## config.mk

```make
export PLATFORM = sky130hd
export DESIGN_NAME = except_stage_pipe_flat
export DESIGN_NICKNAME = d
export VERILOG_FILES = /design/src/rtl/except_stage_pipe_pkg.sv /design/src/rtl/except_stage_pipe_if.sv /design/src/rtl/except_stage_pipe_prio_sel.sv /design/src/rtl/except_stage_pipe.sv /design/src/flat_wrapper.sv
export SDC_FILE = /design/constraint.sdc
export NUM_CORES = 1
export LEC_CHECK = 0
export CAP_MARGIN = 40
export CORE_AREA = 5 5 372 374
export DETAILED_ROUTE_END_ITERATION = 8
export DIE_AREA = 0 0 377 379
export GPL_TIMING_DRIVEN = 0
export SETUP_SLACK_MARGIN = 0.02
export SYNTH_ARGS = -nofsm -noshare
export SYNTH_HDL_FRONTEND = slang
export SYNTH_SLANG_ARGS = --single-unit
```

## constraint.sdc

```tcl
create_clock -name clk -period 2.22 [get_ports clk]
set_clock_uncertainty 0.1 [all_clocks]
set_input_delay 0.222 -clock clk [delete_from_list [all_inputs] [get_ports clk]]
set_output_delay 0.222 -clock clk [all_outputs]
set_load 0.05 [all_outputs]
```

## src/rtl/except_stage_pipe_pkg.sv

```systemverilog
// Shared exception pack type and FSM state for the per-stage exception merge pipeline.
// Imported by the interface, the priority selector and the top.
package ExceptStruct;

  localparam int EXLEN = 64;

  typedef struct packed {
    logic             except;
    logic [EXLEN-1:0] epc;
    logic [EXLEN-1:0] ecause;
    logic [EXLEN-1:0] etval;
  } ExceptPack;

  typedef enum logic {
    IDLE = 1'b0,
    HELD = 1'b1
  } ExceptState;

  // Select-index width; a single source still needs one bit.
  function automatic int selWidth(input int n);
    return (n > 1) ? $clog2(n) : 1;
  endfunction

endpackage

```

## src/rtl/except_stage_pipe_if.sv

```systemverilog
// Bus bundle of the exception stage: control, local sources and upstream pack in,
// merged pack and status out.
interface except_stage_pipe_if
  import ExceptStruct::*;
#(
  parameter int NSRC = 4,
  parameter int XLEN = 64
) ();

  localparam int SELW = selWidth(NSRC);

  logic                 stall;
  logic                 flush;
  logic                 valid_i;
  logic [XLEN-1:0]      pc_i;
  logic [NSRC-1:0]      src_req_i;
  logic [NSRC*XLEN-1:0] src_cause_i;
  logic [NSRC*XLEN-1:0] src_tval_i;
  ExceptPack            except_i;
  ExceptPack            except_o;
  logic                 except_happen_o;
  logic [SELW-1:0]      src_sel_o;
  logic                 held_o;

  modport master (
    output stall, flush, valid_i, pc_i, src_req_i, src_cause_i, src_tval_i, except_i,
    input  except_o, except_happen_o, src_sel_o, held_o
  );

  modport slave (
    input  stall, flush, valid_i, pc_i, src_req_i, src_cause_i, src_tval_i, except_i,
    output except_o, except_happen_o, src_sel_o, held_o
  );

endinterface

```

## src/rtl/except_stage_pipe_prio_sel.sv

```systemverilog
// Fixed-priority selector: the lowest requesting index wins and its cause/tval are
// extracted from the packed source buses.
module except_prio_sel
  import ExceptStruct::*;
#(
  parameter int NSRC = 4,
  parameter int XLEN = 64,
  parameter int SELW = selWidth(NSRC)
) (
  input  logic [NSRC-1:0]      i_req,
  input  logic [NSRC*XLEN-1:0] i_cause,
  input  logic [NSRC*XLEN-1:0] i_tval,
  output logic                 o_any,
  output logic [SELW-1:0]      o_idx,
  output logic [XLEN-1:0]      o_cause,
  output logic [XLEN-1:0]      o_tval
);

  // Scan from the top down so the last hit, the lowest index, is what remains.
  always_comb begin
    o_any   = |i_req;
    o_idx   = '0;
    o_cause = '0;
    o_tval  = '0;
    for (int k = NSRC - 1; k >= 0; k--) begin
      if (i_req[k]) begin
        o_idx   = SELW'(k);
        o_cause = i_cause[k*XLEN +: XLEN];
        o_tval  = i_tval[k*XLEN +: XLEN];
      end
    end
  end

endmodule

```

## src/rtl/except_stage_pipe.sv

```systemverilog
// Merges local exception sources with the upstream pack, forwards the result through
// DEPTH stall/flush-aware stages, and suppresses repeat exception pulses until flush.
module except_stage_pipe
  import ExceptStruct::*;
#(
  parameter int NSRC  = 4,
  parameter int DEPTH = 1,
  parameter int XLEN  = EXLEN
) (
  input logic                clk,
  input logic                rst,
  except_stage_pipe_if.slave bus
);

  localparam int SELW = selWidth(NSRC);

  logic [NSRC-1:0] w_elig;
  logic            w_any;
  logic [SELW-1:0] w_selIdx;
  logic [XLEN-1:0] w_selCause;
  logic [XLEN-1:0] w_selTval;
  ExceptPack       w_local;
  ExceptPack       w_merged;
  ExceptState      r_state;
  ExceptState      w_stateNext;
  ExceptPack       r_stage [DEPTH];

  assign w_elig = {NSRC{bus.valid_i}} & bus.src_req_i;

  except_prio_sel #(
    .NSRC (NSRC),
    .XLEN (XLEN),
    .SELW (SELW)
  ) u_prio_sel (
    .i_req   (w_elig),
    .i_cause (bus.src_cause_i),
    .i_tval  (bus.src_tval_i),
    .o_any   (w_any),
    .o_idx   (w_selIdx),
    .o_cause (w_selCause),
    .o_tval  (w_selTval)
  );

  always_comb begin
    w_local = '0;
    if (w_any) begin
      w_local.except = 1'b1;
      w_local.epc    = bus.pc_i;
      w_local.ecause = w_selCause;
      w_local.etval  = w_selTval;
    end
    w_merged = bus.except_i.except ? bus.except_i : w_local;
  end

  always_ff @(posedge clk or negedge rst) begin
    if (!rst) begin
      r_state <= IDLE;
    end else begin
      r_state <= w_stateNext;
    end
  end

  // Flush always wins; entering HELD needs an exception actually captured by stage 0.
  always_comb begin
    w_stateNext = r_state;
    if (bus.flush) begin
      w_stateNext = IDLE;
    end else if (!bus.stall && (r_state == IDLE) && w_merged.except) begin
      w_stateNext = HELD;
    end
  end

  for (genvar i = 0; i < DEPTH; i++) begin : g_stage
    always_ff @(posedge clk or negedge rst) begin
      if (!rst) begin
        r_stage[i] <= '0;
      end else if (bus.flush) begin
        r_stage[i] <= '0;
      end else if (!bus.stall) begin
        if (i == 0) begin
          r_stage[i] <= w_merged;
        end else begin
          r_stage[i] <= r_stage[(i > 0) ? i - 1 : 0];
        end
      end
    end
  end

  assign bus.except_o        = r_stage[DEPTH-1];
  assign bus.held_o          = (r_state == HELD);
  assign bus.src_sel_o       = w_selIdx;
  assign bus.except_happen_o = w_any & ~bus.except_i.except & (r_state != HELD) & ~bus.flush;

endmodule

```

## src/flat_wrapper.sv

```systemverilog
// flat-port wrapper written by rule: the top's interface ports become plain ports
module except_stage_pipe_flat import ExceptStruct::*;
#(
  parameter int NSRC  = 4,
  parameter int DEPTH = 1,
  parameter int XLEN  = EXLEN
)
  (clk, rst, bus_stall, bus_flush, bus_valid_i, bus_pc_i, bus_src_req_i, bus_src_cause_i, bus_src_tval_i, bus_except_i, bus_except_o, bus_except_happen_o, bus_src_sel_o, bus_held_o);
  except_stage_pipe_if #(.NSRC(NSRC), .XLEN(XLEN)) bus_i ();
  input logic clk;
  input logic rst;
  input wire logic [$bits(bus_i.stall)-1:0] bus_stall;
  input wire logic [$bits(bus_i.flush)-1:0] bus_flush;
  input wire logic [$bits(bus_i.valid_i)-1:0] bus_valid_i;
  input wire logic [$bits(bus_i.pc_i)-1:0] bus_pc_i;
  input wire logic [$bits(bus_i.src_req_i)-1:0] bus_src_req_i;
  input wire logic [$bits(bus_i.src_cause_i)-1:0] bus_src_cause_i;
  input wire logic [$bits(bus_i.src_tval_i)-1:0] bus_src_tval_i;
  input wire logic [$bits(bus_i.except_i)-1:0] bus_except_i;
  output wire logic [$bits(bus_i.except_o)-1:0] bus_except_o;
  output wire logic [$bits(bus_i.except_happen_o)-1:0] bus_except_happen_o;
  output wire logic [$bits(bus_i.src_sel_o)-1:0] bus_src_sel_o;
  output wire logic [$bits(bus_i.held_o)-1:0] bus_held_o;
  assign bus_i.stall = bus_stall;
  assign bus_i.flush = bus_flush;
  assign bus_i.valid_i = bus_valid_i;
  assign bus_i.pc_i = bus_pc_i;
  assign bus_i.src_req_i = bus_src_req_i;
  assign bus_i.src_cause_i = bus_src_cause_i;
  assign bus_i.src_tval_i = bus_src_tval_i;
  assign bus_i.except_i = bus_except_i;
  assign bus_except_o = bus_i.except_o;
  assign bus_except_happen_o = bus_i.except_happen_o;
  assign bus_src_sel_o = bus_i.src_sel_o;
  assign bus_held_o = bus_i.held_o;
  except_stage_pipe #(.NSRC(NSRC), .DEPTH(DEPTH), .XLEN(XLEN)) u_core (.clk(clk), .rst(rst), .bus(bus_i));
endmodule
```

# Yosys cells after proc, flatten, opt, wreduce, memory -nomap -nowiden
# Cells that the tools add are included.
[totals]
in_bits = 778
elab_cells = 36
register_bits = 194
out_inout_bits = 197
[classes]
n_eq_ne = 1
mux = 18
n_bitwise = 7
n_reduce_logical = 5
[ops]
columns = ["operator", "count"]
rows = [
  ["193-bit two-way mux", 4],
  ["64-bit two-way mux", 8],
  ["2-bit two-way mux", 4],
  ["4-bit AND", 1],
  ["4-bit OR reduction", 1],
  ["1-bit AND", 3],
  ["1-bit NOT", 3],
  ["1-bit logical AND", 2],
  ["1-bit two-way mux", 2],
  ["2-bit by 1-bit != test with 1-bit output (second input constant)", 1],
  ["2-bit nonzero test", 1],
  ["1-bit zero test", 1],
]

# Depth between registers and ports, before layout
# Gate-level depths: netlist of run 1.
[logic_depth]
word_depth = 10
mapped_depth = 6
ltp_nobuf = 3

# Modules after synthesis
# From an unflattened synthesis of run 1, not the netlist that was laid out.
[unflattened]
cells_unflattened = 1142
area_unflattened_um2 = 12031.5
[modules_own_cells]
columns = ["mod", "cells_each", "seq_area_each_um2", "area_each_um2", "n_inst"]
rows = [
  ["except_stage_pipe", 677, 4854.7, 8961.1, 1],
  ["except_prio_sel", 465, 0.0, 3070.4, 1],
]

# Least setup slack after synthesis of run 1
# Ideal clock, no wire load.
[synth_timing]
kind = "input port to output port"
from = "in bus_except_i[192]"
to = "out bus_except_happen_o"
required_ps = 1898
stages = 6
slack_ps = -88
n_path_buf = 3
arrival_time_ps = 1986
path_cell_list = "buf_2 > inv_1 > clkbuf_1 > buf_2 > nand2_1 > nor3_1"
[synth_between]
elab_chain_len = 4
[synth_lines]
columns = ["element", "line_no", "text"]
rows = [
  ["start: declaration", "flat_wrapper.sv:19", "input wire logic [$bits(bus_i.except_i)-1:0] bus_except_i;"],
  ["1-bit NOT", "except_stage_pipe.sv:92", "assign bus.except_happen_o = w_any & ~bus.except_i.except & (r_state != HELD) & ~bus.flush;"],
  ["1-bit AND (3 in series)", "except_stage_pipe.sv:92", ""],
  ["end: declaration", "flat_wrapper.sv:21", "output wire logic [$bits(bus_i.except_happen_o)-1:0] bus_except_happen_o;"],
]
# No other way between the ends.

# Final worst setup path of run 1
[layout_timing]
from = "in bus_valid_i"
to = "reg u_core.r_stage (netlist bit u_core.bus.except_o[62])"
[layout_between]
elab_chain_len = 9
word_cells_on_any_way = 10
cone_classes = "mux: 8; bitwise: 1; reduce/logical: 1"
[layout_lines]
columns = ["element", "line_no", "text"]
rows = [
  ["start: declaration", "flat_wrapper.sv:14", "input wire logic [$bits(bus_i.valid_i)-1:0] bus_valid_i;"],
  ["4-bit AND *", "except_stage_pipe.sv:28", "assign w_elig = {NSRC{bus.valid_i}} & bus.src_req_i;"],
  ["64-bit two-way mux (4 in series)", "except_stage_pipe_prio_sel.sv:26", "if (i_req[k]) begin"],
  ["193-bit two-way mux *", "except_stage_pipe.sv:46", "if (w_any) begin"],
  ["193-bit two-way mux *", "except_stage_pipe.sv:52", "w_merged = bus.except_i.except ? bus.except_i : w_local;"],
  ["193-bit two-way mux *", "except_stage_pipe.sv:79", "end else if (!bus.stall) begin"],
  ["193-bit two-way mux *", "except_stage_pipe.sv:77", "end else if (bus.flush) begin"],
  ["end signal: indexed assignment", "except_stage_pipe.sv:81", "r_stage[i] <= w_merged;"],
  ["end signal: indexed assignment", "except_stage_pipe.sv:83", "r_stage[i] <= r_stage[(i > 0) ? i - 1 : 0];"],
  ["end: declaration", "except_stage_pipe.sv:26", "ExceptPack r_stage [DEPTH];"],
]
# Every way passes the cells marked *; elsewhere a longest branch is shown, timed or not. The select of a mux whose other input is x is not followed.
# A chain may end at the register's enable or synchronous reset.

==> results.txt, run 1 <==
Fin. max-slew vios = 0
Final hold violation count = 0
CP max stage cell = buf_2
Num rows = 135
CTS root buf = clkbuf_16
GRT met3 Usage = 4.93%
Critical path required time = 2.53 ns
CTS Sinks = 194
Remaining DRCs = 0
H-tree depth = 4
CTS Buffer Depth = 2
M2 GR Usage = 32.5%
Critical-path cell list = clkdlybuf4s15_2 > buf_2 > clkbuf_1 > and3b_1 > a311o_1 > a211oi_1
Final Cycle Share = 98.5%
GR Util met1 = 22.5%
Vias per cell = 4.39
GRT busiest layer = met2
Yosys reg bits = 194
Worst Tran Pin Value = 0.974 ns
Cells after Synth = 1987
Input/output buffers = 969
DR WL/cell = 29.3 µm
Syn-to-layout area delta = 78.8%
GRT Util Overall = 18.6%
Crit start category = input pin
Io pins = 975
PD cells = 463 nW/µm²
Iter 0 DRT Violations = 1829
CTS tree = done
Total gr overflow = 0
Synth unique cells = 25
CTS buffer count = 17
Placed Instance Area = 28400 µm²
Worst IR Drop VDD = 0.487 mV
Pre-CTS WS = -1.20 ns
Final instance area = 29100 µm²
FFs w/ async S/R, synth = 100%
Most frequent cells in the layout = 934 x clkdlybuf4s50_1, 195 x inv_1, 195 x a21oi_1, 194 x dfrtp_1, 168 x clkbuf_1
Inst Count DP = 4749
Synth Cell Area = 16200 µm²
Die Wd = 377 µm
Worst-path maximum fanout = 19
Post-Syn Nets = 2765
Fraction of layout cells with a size suffix above 1 = 4.20%
Arrival @ worst endpoint = 2.49 ns
CP bufs+invs = 3
Reg clk slew, reported paths = 0.10 ns
Ys flop type = dfrtp_1
CP endpoint kind = register
First-pass GRT wire length = 183 mm
CP Class = input pin to register
Final min period = 2.19 ns
Slew HR = 35.1%
GPL Wtd Cong = 0.938
Number of synthesized flops with an enable pin = 0
Postcts setup bufs = 0
Clock latency on the worst-skew pair = 0.53 ns
Status = finished clean
CORE AREA = 135000 µm²
Via count = 21100
Largest net degree at the start of global routing = 96
Layout Nets = 3764
Family with the most delay on the worst path = buffers and inverters
Yosys warning count = 0
Non-Filler Instances = 4799
Final number of setup-violating endpoints = 0
Leak = 11.3 nW
Initial antenna violation count = 48
Design Power = 13.4 mW
Syn avg cell area = 8.18 µm²
Final worst setup slack = 0.0332 ns
Post-route ant nets = 0
Die ar. = 143000 µm²
Pre-antenna DRT Iters = 7
Starting Density = 12.1%
CP peak stage delay = 0.70 ns
Maxcap violations = 0
DP Wirelength = 118 mm
RSZ-0062 raised after global routing = false
WL final = 141 mm
Vias in the first global route = 21200
Min-delay worst type = input pin to asynchronous set/reset pin
Chip height = 379 µm
Most common cell after layout, fill and taps aside = clkdlybuf4s50_1
Fmax = 0.457 GHz
Sequential-to-total area share from yosys stat = 29.9%
worst paths after layout:
check | from | endpoint | slack [ns] | cells past startpoint
min in group clk | bus_pc_i[6] | u_core.bus.except_o[134] | 0.17 | 3
max in group asynchronous | rst | u_core.bus.except_o[129] | 0.66 | 3
max | bus_valid_i | u_core.bus.except_o[62] | 0.03 | 6
max reg2reg | u_core.bus.except_o[73] | u_core.bus.except_o[73] | 1.11 | 3
min | rst | u_core.bus.except_o[31] | 0.13 | 3
min reg2reg | u_core.bus.except_o[144] | u_core.bus.except_o[144] | 0.44 | 2
stage by stage:
| stage | util, % | hold WS, ns | setup TNS [ns] |
|---|---|---|---|
| floorplan | - | -0.174 | 0 |
| global placement | 20.9 | 0.427 | -1936.26 |
| detailed placement | 21.1 | -0.0373 | -144.93 |
| CTS | 21.6 | 0.0955 | 0 |
| global route | 21.6 | 0.136 | 0 |
| finish | 21.6 | 0.127 | 0 |
worst register-to-register path: cells and delay by family, from the launching register on:
kind	cells	cell delay [ns]
flops	1	0.51
compound gates	2	0.34
buf+inv	1	0.07
power by group:
| group | internal (mW) | switching (mW) |
|---|---|---|
| Combinational | 2.50 | 3.31 |
| Sequential | 3.78 | 0.171 |
| Clock | 1.64 | 2.04 |
| Total | 7.92 | 5.53 |
state kept, by name, summed over array words and instances, names as in the netlist:
| register | cells |
|---|---|
| u_core.bus.held_o | 1 |
| u_core.bus.except_o | 193 |
area by class of cell:
class / count / area, µm²
fill: 15000 / 106000
timing repair buffer: 983 / 9890
multi-input combinational: 1355 / 9610
sequential: 194 / 4850
tap: 1781 / 2230
buffer: 240 / 1070
inverter: 195 / 732
clock buffer: 17 / 425
clock inverter: 15 / 190
antenna: 19 / 47.5
cell families (layout without fill, tap and decap cells):
logic type | after synthesis | in the layout | share of synthesized area, %
flops | 194 | 194 | 29.9
other cells | 0 | 19 | 0
compound gates | 774 | 774 | 35.3
buf+inv | 438 | 1450 | 11.0
simple gates | 581 | 581 | 23.8
synth_stat cells (all sizes together), types with 63 or more instances:
| cell type | n | area [µm²] |
|---|---|---|
| buf | 63 | 375 |
| nand3b | 128 | 961 |
| a21boi | 128 | 961 |
| a221oi | 64 | 561 |
| a211oi | 128 | 961 |
| dfrtp | 194 | 4850 |
| nand3 | 64 | 320 |
| clkbuf | 180 | 679 |
| and3b | 128 | 1120 |
| inv | 195 | 732 |
| a21o | 128 | 961 |
| nor3b | 129 | 968 |
| nand2 | 130 | 488 |
| a21oi | 195 | 976 |
| a311o | 128 | 1280 |
metal layers:
layer,wire length [µm],vias up
met5,116,-
met1,55900,10400
li1,-,9348
met2,69500,1137
met4,4070,18
met3,11300,180
what timing repair did:
item	in CTS	in global routing
resized for setup	54	11
endpoints found under the setup margin	147	11
endpoints found under the hold margin	194	0
pin swaps	1	0
gates cloned	0	0
hold buffers	2	0
Note: power is estimated with default switching activity, not from simulation.
==> run 2: changes to the inputs <==
--- a/config.mk
+++ b/config.mk
@@ -6,9 +6,9 @@
 export NUM_CORES = 1
 export LEC_CHECK = 0
 export CAP_MARGIN = 40
-export CORE_AREA = 5 5 372 374
+export CORE_AREA = 2 2 380 382
 export DETAILED_ROUTE_END_ITERATION = 8
-export DIE_AREA = 0 0 377 379
+export DIE_AREA = 0 0 382 384
 export GPL_TIMING_DRIVEN = 0
 export SETUP_SLACK_MARGIN = 0.02
 export SYNTH_ARGS = -nofsm -noshare
==> run 2 against run 1 <==
Net effect: count of clock-buffer cells in the layout did not move; wire length fell by 2.1%; sequential share of layout area fell by 0.10 points; first-iteration DRC count rose by 0.16%; sequential cell count did not move; fmax rose by 1.4%; die area rose by 2.7%; largest cell class unchanged; largest power group unchanged; highest routed layer unchanged.
==> results.txt, run 2 (synthesis results as in run 1) <==
Status = finished clean (unchanged)
Non-Filler Instances = 4925 (was 4799)
DP Wirelength = 116 mm (was 118 mm)
Fraction of layout cells with a size suffix above 1 = 4.16% (was 4.20%)
Starting Density = 11.4% (was 12.1%)
Util after Layout = 20.5% (was 21.6%)
Arrival @ worst endpoint = 1.83 ns (was 2.49 ns)
Fin. max-slew vios = 0 (unchanged)
Critical path required time = 1.90 ns (was 2.53 ns)
GPL Wtd Cong = 0.973 (was 0.938)
Crit start category = register (was input pin)
CTS buffer count = 17 (unchanged)
Final worst setup slack = 0.0639 ns (was 0.0332 ns)
Syn-to-layout area delta = 79.9% (was 78.8%)
Placed Instance Area = 28600 µm² (was 28400 µm²)
Post-route ant nets = 0 (unchanged)
Pre-antenna DRT Iters = 6 (was 7)
Largest register FFs = 193 (unchanged)
CP endpoint kind = output port (was register)
CP peak stage delay = 0.94 ns (was 0.70 ns)
Leak = 11.2 nW (was 11.3 nW)
CORE AREA = 143000 µm² (was 135000 µm²)
Final number of setup-violating endpoints = 0 (unchanged)
Register area = 4850 µm² (unchanged)
Via count = 21100 (about the same)
Area occupied by multi-input gates = 9610 µm² (about the same)
CTS root buf = clkbuf_16 (unchanged)
Num rows = 139 (was 135)
H-tree depth = 4 (unchanged)
CP bufs+invs = 1 (was 3)
WL final = 138 mm (was 141 mm)
Die ar. = 147000 µm² (was 143000 µm²)
Postcts setup bufs = 0 (unchanged)
CTS Sinks = 194 (unchanged)
Critical-path cell list = clkdlybuf4s50_1 (was clkdlybuf4s15_2 > buf_2 > clkbuf_1 > and3b_1 > a311o_1 > a211oi_1)
Worst hold slack = 0.150 ns (was 0.127 ns)
CTS tree = done (unchanged)
Design Power = 13.3 mW (was 13.4 mW)
Iter 0 DRT Violations = 1832 (was 1829)
CTS Buffer Depth = 2 (unchanged)
Worst IR Drop VDD = 0.493 mV (was 0.487 mV)
Clock latency on the worst-skew pair = 0.53 ns (about the same)
Final Cycle Share = 97.1% (was 98.5%)
Remaining DRCs = 0 (unchanged)
Most common cell after layout, fill and taps aside = clkdlybuf4s50_1 (unchanged)
Final min period = 2.16 ns (was 2.19 ns)
Min-delay worst type = input pin to asynchronous set/reset pin (unchanged)
Chip height = 384 µm (was 379 µm)
DR WL/cell = 28.0 µm (was 29.3 µm)
Layout Nets = 3767 (was 3764)
Most frequent cells in the layout = 940 x clkdlybuf4s50_1, 195 x inv_1, 195 x a21oi_1, 194 x dfrtp_1, 170 x clkbuf_1 (was 934 x clkdlybuf4s50_1, 195 x inv_1, 195 x a21oi_1, 194 x dfrtp_1, 168 x clkbuf_1)
PD cells = 455 nW/µm² (was 463 nW/µm²)
RSZ-0062 raised after global routing = false (unchanged)
Vias in the first global route = 21000 (was 21200)
Reg clk slew, reported paths = 0.09 ns (was 0.10 ns)
Family with the most delay on the worst path = buffers and inverters (unchanged)
Maxcap violations = 0 (unchanged)
Initial antenna violation count = 59 (was 48)
Final instance area = 29200 µm² (was 29100 µm²)
Vias per cell = 4.28 (was 4.39)
Worst Tran Pin Value = 0.976 ns (was 0.974 ns)
Slew HR = 34.9% (was 35.1%)
Io pins = 975 (unchanged)
Final hold violation count = 0 (unchanged)
GRT Util Overall = 17.9% (was 18.6%)
Pre-CTS WS = -1.27 ns (was -1.20 ns)
Final TNS setup = 0 ns (unchanged)
Fillcell total = 15900 (was 15000)
Fmax = 0.464 GHz (was 0.457 GHz)
CP max stage cell = clkdlybuf4s50_1 (was buf_2)
Inst Count DP = 4871 (was 4749)
CP Class = register to output port (was input pin to register)
Input/output buffers = 969 (unchanged)
Worst-path maximum fanout = 2 (was 19)
Die Wd = 382 µm (was 377 µm)
Total gr overflow = 0 (unchanged)
Largest net degree at the start of global routing = 96 (unchanged)
First-pass GRT wire length = 181 mm (was 183 mm)
run 2: cell types whose count changed in the layout (fill, tap and decap cells not counted), moves of 3 or more:
cell	before	now
clkinv_8	3	6
dlygate4sd2_1	25	22
inv_6	0	3
clkdlybuf4s50_1	934	940
dlymetal6s2s_1	3	0
inv_8	6	2
run 2: cell type report:
cell class	count	share of cell area [%]
inverter	195	2.50
multi-input combinational	1355	32.9
timing repair buffer	983	33.9
antenna	20	0.171
buffer	243	3.70
clock buffer	17	1.46
clock inverter	15	0.629
tap	1903	8.15
sequential	194	16.6
run 2: power by group:
group / internal, mW / switching (mW)
logic: 2.51 / 3.28
clock network: 1.53 / 2.03
registers: 3.78 / 0.178
run 2: repair_timing:
item                                   in CTS  in global routing
gates resized for setup                    58                  3
hold buffers                                2                  0
endpoints found under the hold margin     194                  0
setup endpoints to repair                 153                  1
pin swaps                                   0                  0
run 2: final timing paths:
check | startpoint | end | slack (ns) | depth (start not counted)
setup / recovery | u_core.bus.except_o[122] | bus_except_o[122] | 0.06 | 1
hold / removal | rst | u_core.bus.except_o[141] | 0.15 | 3
min in group clk | bus_pc_i[3] | u_core.bus.except_o[131] | 0.19 | 3
max in group asynchronous | rst | u_core.bus.except_o[33] | 0.76 | 3
setup reg to reg | u_core.bus.except_o[73] | u_core.bus.except_o[73] | 1.13 | 3
hold reg to reg | u_core.bus.except_o[145] | u_core.bus.except_o[145] | 0.44 | 2
run 2: routing by layer:
layer	vias up	wire length, µm	GRT usage [%]
li1	9373	-	-
met1	10400	54700	21.5
met2	1124	67700	30.7
met3	181	11600	5.07
met4	30	3600	5.65
met5	-	207	0
